<file path="config.mk">
export PLATFORM = sky130hd
export DESIGN_NAME = c4_draw_sequencer
export DESIGN_NICKNAME = d
export VERILOG_FILES = /design/src/rtl/c4_pkg.sv /design/src/rtl/c4_draw_req.sv /design/src/rtl/c4_draw_sequencer.sv
export SDC_FILE = /design/constraint.sdc
export NUM_CORES = 1
export LEC_CHECK = 0
export CAP_MARGIN = 25
export CORE_ASPECT_RATIO = 1.4
export CORE_MARGIN = 3
export CORE_UTILIZATION = 40
export CTS_CLUSTER_SIZE = 24
export DETAILED_ROUTE_END_ITERATION = 8
export PLACE_DENSITY = 0.7
export SETUP_SLACK_MARGIN = 0.05
export SYNTH_ARGS = -nofsm -noshare
export SYNTH_HDL_FRONTEND = slang
export SYNTH_HIERARCHICAL = 1
export SYNTH_SLANG_ARGS = --single-unit
export TNS_END_PERCENT = 100
</file>
<file path="constraint.sdc">
create_clock -name clk -period 2.95 [get_ports clk]
set_clock_uncertainty 0.1 [all_clocks]
set_input_delay 0.59 -clock clk [delete_from_list [all_inputs] [get_ports clk]]
set_output_delay 0.59 -clock clk [all_outputs]
set_load 0.02 [all_outputs]
</file>
<file path="src/rtl/c4_pkg.sv">
// Shared definitions for the Connect Four draw sequencer.
//   - Colour codes for the cell drawer (background, red, yellow)
//   - Default board dimensions and pointer start column
//   - Coordinate widths and the sequencer state enum
package c4_pkg;

   localparam int unsigned COL_W = 3;
   localparam int unsigned ROW_W = 3;
   localparam int unsigned CLR_W = 3;

   localparam int unsigned DEF_COLS      = 7;
   localparam int unsigned DEF_ROWS      = 6;
   localparam int unsigned DEF_START_COL = 3;

   localparam logic [CLR_W-1:0] BG     = 3'b000;
   localparam logic [CLR_W-1:0] RED    = 3'b100;
   localparam logic [CLR_W-1:0] YELLOW = 3'b110;

   typedef enum logic [2:0] {
      StInitPtr,
      StIdle,
      StErasePtr,
      StDrawPiece,
      StDrawPtr
   } state_e;

   function automatic logic [CLR_W-1:0] player_colour(input logic p);
      return p ? YELLOW : RED;
   endfunction

endpackage

</file>
<file path="src/rtl/c4_draw_req.sv">
// Handshake holder for one cell-draw request.
// Ports:
//   clk, resetn              clock, async active-low reset
//   start                    capture col/row/colour; draw_go rises next cycle
//   col, row, colour         request fields to capture
//   draw_done                drawer completion (ignored while draw_go is low)
//   draw_go                  request valid, held until draw_done is seen
//   draw_col/row/colour      registered request fields, stable while draw_go
//   req_complete             combinational pulse: draw_done accepted this cycle
module c4_draw_req
   import c4_pkg::*;
(
   input  logic             clk,
   input  logic             resetn,
   input  logic             start,
   input  logic [COL_W-1:0] col,
   input  logic [ROW_W-1:0] row,
   input  logic [CLR_W-1:0] colour,
   input  logic             draw_done,
   output logic             draw_go,
   output logic [COL_W-1:0] draw_col,
   output logic [ROW_W-1:0] draw_row,
   output logic [CLR_W-1:0] draw_colour,
   output logic             req_complete
);

   logic             go_q;
   logic [COL_W-1:0] col_q;
   logic [ROW_W-1:0] row_q;
   logic [CLR_W-1:0] colour_q;

   always_ff @(posedge clk or negedge resetn) begin
      if (!resetn) begin
         go_q     <= 1'b0;
         col_q    <= '0;
         row_q    <= '0;
         colour_q <= '0;
      end else if (start) begin
         go_q     <= 1'b1;
         col_q    <= col;
         row_q    <= row;
         colour_q <= colour;
      end else if (go_q && draw_done) begin
         go_q <= 1'b0;
      end
   end

   assign req_complete = go_q & draw_done;
   assign draw_go      = go_q;
   assign draw_col     = col_q;
   assign draw_row     = row_q;
   assign draw_colour  = colour_q;

endmodule

</file>
<file path="src/rtl/c4_draw_sequencer.sv">
// Connect Four draw sequencer: turns move/drop commands into single-cell
// draw requests for the pixel drawer and tracks the game state.
// Ports:
//   clk, resetn                    clock, async active-low reset
//   move_left/move_right/drop      one-cycle commands, sampled only in IDLE
//   cmd_ready                      high while idle
//   draw_go/col/row/colour         request to the cell drawer
//   draw_done                      drawer completion pulse
//   player                         0 = red, 1 = yellow
//   board_full                     piece_count has reached COLS*ROWS
//   illegal_move                   one-cycle pulse on a rejected drop
//   piece_count                    pieces placed so far
module c4_draw_sequencer
   import c4_pkg::*;
#(
   parameter int unsigned COLS      = DEF_COLS,
   parameter int unsigned ROWS      = DEF_ROWS,
   parameter int unsigned START_COL = DEF_START_COL
) (
   input  logic             clk,
   input  logic             resetn,
   input  logic             move_left,
   input  logic             move_right,
   input  logic             drop,
   output logic             cmd_ready,
   output logic             draw_go,
   output logic [COL_W-1:0] draw_col,
   output logic [ROW_W-1:0] draw_row,
   output logic [CLR_W-1:0] draw_colour,
   input  logic             draw_done,
   output logic             player,
   output logic             board_full,
   output logic             illegal_move,
   output logic [5:0]       piece_count
);

   localparam logic [5:0]       MAX_PIECES = 6'(COLS * ROWS);
   localparam logic [ROW_W-1:0] PTR_ROW    = ROW_W'(ROWS);
   localparam logic [COL_W-1:0] LAST_COL   = COL_W'(COLS - 1);

   state_e           state_q;
   logic             start_q;
   logic             cmd_ready_q;
   logic             illegal_q;
   logic             player_q;
   logic [5:0]       count_q;
   logic [COL_W-1:0] ptr_col_q;
   logic [COL_W-1:0] target_q;
   logic [ROW_W-1:0] height_q [COLS];

   logic             req_complete;
   logic [COL_W-1:0] req_col;
   logic [ROW_W-1:0] req_row;
   logic [CLR_W-1:0] req_colour;
   logic [ROW_W-1:0] cur_height;

   assign cur_height = height_q[ptr_col_q];
   assign board_full = (count_q == MAX_PIECES);

   // Fields for the request of the current draw state; captured by the
   // holder one cycle after state entry, so updates made on the previous
   // completion (pointer column, player) are already visible.
   always_comb begin
      req_col    = ptr_col_q;
      req_row    = PTR_ROW;
      req_colour = player_colour(player_q);
      case (state_q)
         StErasePtr:  req_colour = BG;
         StDrawPiece: req_row    = cur_height;
         default:     ;
      endcase
   end

   always_ff @(posedge clk or negedge resetn) begin
      if (!resetn) begin
         state_q     <= StInitPtr;
         start_q     <= 1'b1;  // first request after reset is the pointer
         cmd_ready_q <= 1'b0;
         illegal_q   <= 1'b0;
         player_q    <= 1'b0;
         count_q     <= '0;
         ptr_col_q   <= COL_W'(START_COL);
         target_q    <= COL_W'(START_COL);
         for (int i = 0; i < COLS; i++) height_q[i] <= '0;
      end else begin
         start_q   <= 1'b0;
         illegal_q <= 1'b0;
         unique case (state_q)
            StInitPtr: begin
               if (req_complete) begin
                  state_q     <= StIdle;
                  cmd_ready_q <= 1'b1;
               end
            end
            StIdle: begin
               // Priority drop > move_left > move_right; losers are dropped.
               if (drop) begin
                  if (board_full || (cur_height >= PTR_ROW)) begin
                     illegal_q <= 1'b1;
                  end else begin
                     state_q     <= StDrawPiece;
                     start_q     <= 1'b1;
                     cmd_ready_q <= 1'b0;
                  end
               end else if (move_left) begin
                  if (ptr_col_q != '0) begin
                     target_q    <= ptr_col_q - COL_W'(1);
                     state_q     <= StErasePtr;
                     start_q     <= 1'b1;
                     cmd_ready_q <= 1'b0;
                  end
               end else if (move_right) begin
                  if (ptr_col_q != LAST_COL) begin
                     target_q    <= ptr_col_q + COL_W'(1);
                     state_q     <= StErasePtr;
                     start_q     <= 1'b1;
                     cmd_ready_q <= 1'b0;
                  end
               end
            end
            StErasePtr: begin
               if (req_complete) begin
                  ptr_col_q <= target_q;
                  state_q   <= StDrawPtr;
                  start_q   <= 1'b1;
               end
            end
            StDrawPiece: begin
               if (req_complete) begin
                  if (cur_height < PTR_ROW) height_q[ptr_col_q] <= cur_height + ROW_W'(1);
                  if (count_q < MAX_PIECES) count_q <= count_q + 6'd1;
                  player_q <= ~player_q;
                  state_q  <= StDrawPtr;
                  start_q  <= 1'b1;
               end
            end
            StDrawPtr: begin
               if (req_complete) begin
                  state_q     <= StIdle;
                  cmd_ready_q <= 1'b1;
               end
            end
            default: begin
               state_q <= StInitPtr;
               start_q <= 1'b1;
            end
         endcase
      end
   end

   c4_draw_req u_draw_req (
      .clk          (clk),
      .resetn       (resetn),
      .start        (start_q),
      .col          (req_col),
      .row          (req_row),
      .colour       (req_colour),
      .draw_done    (draw_done),
      .draw_go      (draw_go),
      .draw_col     (draw_col),
      .draw_row     (draw_row),
      .draw_colour  (draw_colour),
      .req_complete (req_complete)
   );

   assign cmd_ready    = cmd_ready_q;
   assign illegal_move = illegal_q;
   assign player       = player_q;
   assign piece_count  = count_q;

endmodule

</file>
# After elaboration in Yosys (flattened, before gate mapping)
# Index checks and enable logic that the tools add are counted.
[word_totals]
input_bits = 6
elab_cells = 106
regBits = 50
output_inout_bits = 20
[op_classes]
bitwise_logic = 4
magnitude_cmp = 5
eq_ne = 13
addsub = 4
reduce_logical = 18
muxes = 43
[op_table]
columns = ["op", "n"]
rows = [
  ["$mux 3", 17],
  ["$bwmux 21", 1],
  ["$mux 1", 19],
  ["$ne 4x4->1 const B", 3],
  ["$reduce_and 6->1", 2],
  ["$bmux 3 s3", 1],
  ["$demux 3 s3", 1],
  ["$pmux 3 s3", 1],
  ["$reduce_bool 2->1", 4],
  ["$add 3x1->3 const B", 2],
  ["$add 6x1->6 const B", 1],
  ["$eq 3x2->1 const B", 2],
  ["$eq 6x6->1 const B", 1],
  ["$lt 6x6->1 const B", 1],
  ["$ne 2x1->1 const B", 3],
  ["$ne 3x3->1 const B", 2],
  ["$reduce_and 3->1", 2],
  ["$reduce_and 5->1", 1],
  ["$ge 4x4->1 const B", 1],
  ["$lt 4x1->1 const B", 1],
  ["$not 3->4", 1],
  ["$reduce_and 2->1", 2],
  ["$reduce_or 2->1", 2],
  ["$eq 3x1->1 const B", 1],
  ["other kinds (13)", 15],
]

# Longest topological paths before layout
[depth]
depth_word = 9
ltp_mapped = 9

# Cells and area by module
# The synthesis kept the hierarchy.
[by_module_without_submodules]
columns = ["mod", "instances", "cells_each", "area_per_inst_um2"]
rows = [
  ["c4_draw_sequencer", 1, 182, 2078.2],
  ["c4_draw_req", 1, 23, 415.4],
]

# Worst setup path after synthesis
# OpenSTA, ideal clock, no wires.
[synth_path]
path_kind = "reg2reg"
startpoint = "register ptr_col_q[0]"
endpoint = "register height_q[11] in the netlist's numbering"
path_slack_ns = 0.585
period_less_slack_ns = 2.365
path_buffers = 2
arrival_ns = 2.199
path_stages_with_launch = 10
path_cell_list = "dfstp_2 buf_6 clkbuf_8 mux2i_1 o211ai_1 a21oi_1 inv_1 ha_1 xnor2_1 mux2_2"
[synth_between]
elab_chain_len = 6
[synth_rtl]
columns = ["item", "line_no", "text"]
rows = [
  ["from (decl)", "c4_draw_sequencer.sv:47", "logic [COL_W-1:0] ptr_col_q;"],
  ["from (signal assigned)", "c4_draw_sequencer.sv:82", "ptr_col_q <= COL_W'(START_COL);"],
  ["from (signal assigned)", "c4_draw_sequencer.sv:123", "ptr_col_q <= target_q;"],
  ["$not 3->4 (implied by the code) (*)", "c4_draw_sequencer.sv:57, c4_draw_sequencer.sv:130", ""],
  ["$bmux 3 s3 (tied with other cells)", "c4_draw_sequencer.sv:57", "assign cur_height = height_q[ptr_col_q];"],
  ["$mux 3 (implied by the code) / $logic_and 1x1->1 (equally long branches)", "c4_draw_sequencer.sv:57, c4_draw_sequencer.sv:130", ""],
  ["$mux 3 (on tied branches)", "c4_draw_sequencer.sv:57, c4_draw_sequencer.sv:130", ""],
  ["$add 3x1->3 (tied with other cells)", "c4_draw_sequencer.sv:130", "if (cur_height < PTR_ROW) height_q[ptr_col_q] <= cur_height + ROW_W'(1);"],
  ["$bwmux 21 / $reduce_and 3->1 (equally long branches)", "-", ""],
  ["to (signal, indexed assignment)", "c4_draw_sequencer.sv:130", ""],
  ["to (decl)", "c4_draw_sequencer.sv:49", "logic [ROW_W-1:0] height_q [COLS];"],
]
# Every way passes the cells marked *; elsewhere a longest branch is shown, timed or not. The select of a mux whose other input is x is not followed.
# A chain may end at the register's enable or synchronous reset.

# Final worst setup path
[layout_path]
startpoint = "register count_q[0] (netlist: piece_count[0])"
endpoint = "output board_full"
[layout_between]
elab_chain_len = 1
[layout_rtl]
columns = ["item", "line_no", "text"]
rows = [
  ["from (decl)", "c4_draw_sequencer.sv:46", "logic [5:0] count_q;"],
  ["from (signal assigned)", "c4_draw_sequencer.sv:131", "if (count_q < MAX_PIECES) count_q <= count_q + 6'd1;"],
  ["$eq 6x6->1", "c4_draw_sequencer.sv:58", "assign board_full = (count_q == MAX_PIECES);"],
  ["to (decl)", "c4_draw_sequencer.sv:32", "output logic board_full,"],
]
# Every way passes these cells.

==> load_flow_metrics.sql <==
INSERT INTO impl_metrics (metric_group, metric, value, unit) VALUES
('routing', 'via_count', '1637', ''),
('synthesis', 'synth.net_count', '215', ''),
('cells_and_area', 'multi_input_area', '0.001121', 'sq mm'),
('routing', 'postRouteWirelength', '4770', 'um'),
('cells_and_area', 'n_antenna_cell', '0', ''),
('job', 'maxCapViolations', '0', ''),
('routing', 'dr.pass1.iters', '4', ''),
('sta', 'part_of_the_cycle_the_worst_path_needs', '88.65', '%'),
('global_route', 'first_pass_grt_wire_length', '8438', 'um'),
('routing', 'detail_route.iter0.violations', '125', ''),
('die', 'fp.dieArea', '0.007231', 'sq mm'),
('synthesis', 'synthXorXnorAreaFrac', '2.810', '%'),
('synthesis', 'yosys.area.top_type_share', '45.16', '%'),
('placed_design', 'io_buffer_count', '25', ''),
('sta', 'final.setup.tns', '0', 'ps'),
('die', 'top_level_ports', '26', ''),
('worst_setup_path', 'reg2reg_from', 'ptr_col_q[0]', ''),
('synthesis', 'synth_top_family_by_area', 'multiplexers', ''),
('clocking', 'clock_latency_at_the_later_pin_of_the_worst_skew_pair', '300', 'ps'),
('worst_setup_path', 'path_depth', '5', ''),
('synthesis', 'yosys.area_share.simple', '12.04', '%'),
('worst_setup_path', 'cpMaxStageDelayCell', 'clkdlybuf4s50_1', ''),
('placed_design', 'placed_cell_area', '0.002794', 'sq mm'),
('synthesis', 'ys_seq_elements', '50', ''),
('cells_and_area', 'fin_area', '0.002885', 'sq mm'),
('worst_setup_path', 'worst-r2r-setup-slack', '440', 'ps'),
('routing', 'ant_nets', '0', ''),
('die', 'core_area', '0.005946', 'sq mm'),
('cells_and_area', 'final.fill_count', '579', ''),
('clocking', 'clockRootBuffer', 'clkbuf_8', ''),
('die', 'die_outline_width', '72.73', 'um'),
('sta', 'report.final.hold_viol_count', '0', ''),
('global_route', 'grt_antenna_before_repair', '0', ''),
('min_path', 'worstHoldPathType', 'input pin to async pin', ''),
('clocking', 'clock_tree_buffer_depth', '2', ''),
('outcome', 'run_status', 'finished clean', ''),
('worst_setup_path', 'critical_path_arrival', '1930', 'ps'),
('global_route', 'first_global_vias', '1722', ''),
('placed_design', 'place_congestion', '0.7616', ''),
('clocking', 'numCtsBuffers', '5', ''),
('synthesis', 'count_of_flip_flops_with_a_built_in_enable_after_synthesis', '0', ''),
('synthesis', 'ys_dominant_reg_cell', 'dfrtp_1', ''),
('cells_and_area', 'post_route_cells_drive_above_1_share', '26.38', '%'),
('synthesis', 'synth_area_in_compound_gates', '8.078', '%'),
('synthesis', 'synthMuxAreaShare', '19.57', '%'),
('cells_and_area', 'ff_latch_area', '0.001257', 'sq mm'),
('worst_setup_path', 'cp_num_buf_inv', '2', ''),
('worst_setup_path', 'path_delay_family', 'buffers and inverters', ''),
('routing', 'drcViolationCount', '0', ''),
('synthesis', 'ys_top_cells_by_area', 'dfrtp_1, mux2_2, mux2_4', ''),
('pwr', 'irDropWorstVdd', '0.0001980', 'V'),
('routing', 'routed_via_density', '5.367', ''),
('worst_setup_path', 'worstPathCellList', 'inv_1, ha_1, nand4b_1, nor2_1, clkdlybuf4s50_1', ''),
('clocking', 'cts_post_setup_buffers_inserted', '0', ''),
('clocking', 'cts.clk_slew.worst_paths', '80', 'ps'),
('sta', 'top_achievable_clock_speed', '0.3824', 'GHz'),
('sta', 'min_period', '2615', 'ps'),
('sta', 'report.final.setup_viol', '0', ''),
('synthesis', 'netlist_area', '0.002494', 'sq mm'),
('sta', 'final_max_slew_viol_count', '0', ''),
('synthesis', 'synth_seq_area_share', '50.43', '%'),
('global_route', 'gr-total-overflow', '0', ''),
('clocking', 'ctsHoldBuffers', '0', ''),
('synthesis', 'synthArstFlopShare', '100.0', '%'),
('placed_design', 'detailed_place_hpwl', '3487', 'um'),
('worst_setup_path', 'reg2regPathDepth', '5', ''),
('worst_setup_path', 'critical_path.startpoint_type', 'flip-flop', ''),
('routing', 'routed_wirelength_normalized_by_instance_count', '15.64', 'um'),
('cells_and_area', 'final_nets', '244', ''),
('worst_setup_path', 'timing_worst_setup_path_type', 'flip-flop to primary output', ''),
('clocking', 'tritoncts', 'built', '');
==> worst max-delay path by stage <==
stage,start,endpoint
3_5_place_dp,draw_done,height_q[20]
6_report,piece_count[0],board_full
3_3_place_gp,draw_done,height_q[19]
4_1_cts,piece_count[0],board_full
5_1_grt,piece_count[0],board_full
2_1_floorplan,ptr_col_q[0],height_q[11]
==> layout make-up <==
class | count | area share [%]
clock buffers | 7 | 2.992
flip-flops and latches | 50 | 43.58
multi-input cells | 136 | 38.86
inverters | 10 | 1.301
repair buffers | 31 | 10.06
clock inverters | 1 | 0.1735
well taps | 70 | 3.036
==> sequential cells by signal, indices dropped and copies added, names as in the netlist <==
register	cells
cmd_ready	1
piece_count	6
illegal_move	1
u_draw_req/draw_col	3
u_draw_req/draw_colour	3
u_draw_req/draw_go	1
target_q	3
ptr_col_q	3
start_q	1
height_q	21
player	1
u_draw_req/draw_row	3
state_q	3
==> cells in the mapped netlist (3+ instances only) <==
master / number
mux2_4: 9
and2_1: 3
mux2i_1: 6
o21ai_0: 5
clkbuf_1: 3
buf_6: 4
xnor2_1: 7
nand2_1: 6
mux2_2: 26
and3_1: 4
ha_1: 3
dfstp_2: 5
nand4_1: 6
o211ai_1: 3
dfrtp_1: 45
a21oi_1: 8
inv_1: 9
nor2_1: 11
nand3_1: 7
==> logic make-up (layout without fill, tap and decap cells) <==
logic type / Yosys count / count (layout)
adders and majority gates: 4 / 4
and+or+nand+nor: 54 / 54
buffers and inverters: 19 / 49
xor gates and xnor gates: 8 / 8
DFF: 50 / 50
other: 1 / 1
muxes: 41 / 41
AOI/OAI and AO/OA: 28 / 28
==> placed cells by master (no fill, tap or decap), types with 2 or more instances in the layout <==
| cell | count |
|---|---|
| and2_1 | 3 |
| nor2_1 | 11 |
| a22oi_1 | 2 |
| buf_4 | 6 |
| clkdlybuf4s50_1 | 24 |
| nor3_1 | 2 |
| xnor2_1 | 7 |
| nand3_1 | 7 |
| nand4_1 | 6 |
| nand2b_1 | 2 |
| mux2_4 | 9 |
| a21oi_1 | 8 |
| and3_1 | 4 |
| nor2b_1 | 2 |
| and2b_2 | 2 |
| clkbuf_8 | 6 |
| ha_1 | 3 |
| mux2i_1 | 6 |
| mux2_2 | 26 |
| or3_1 | 2 |
| o211ai_1 | 3 |
| nand2_1 | 6 |
| dfstp_2 | 5 |
| o21ai_0 | 5 |
| dfrtp_1 | 45 |
| inv_1 | 9 |
==> through the flow <==
| step | std cells | power (W) | hold slack [ps] | setup slack (ps) | utilization (%) |
|---|---|---|---|---|---|
| after global routing | 305 | 0.001161 | 20.66 | 198.3 | 48.53 |
| final | 305 | 0.001120 | 15.43 | 334.9 | 48.53 |
| after CTS | 305 | 0.001135 | 17.14 | 305.5 | 48.53 |
| after floorplan | 205 | 0.0007031 | 194.4 | 585.4 | - |
| after detailed placement | 297 | 0.0007266 | 343.6 | 313.2 | 46.99 |
| after global placement | 297 | 0.0007263 | 341.1 | 334.0 | 46.99 |
==> power by group <==
part,total [W],switching (W),internal (W)
clock,0.000408,0.000218,0.000190
combinational,0.0000268,0.0000175,0.00000923
sequential,0.000685,0,0.000685
total,0.00112,0.000236,0.000884
==> routing by layer <==
metal  part of all wire (%)  routed length, um  global-route usage, %
met2                     51               2434                  24.27
met3                    2.9                137                  1.921
met1                     44               2084                  19.21
met5                      0                  0                      0
met4                    2.4                113                  5.966
Note: power is estimated with default switching activity, not from simulation.
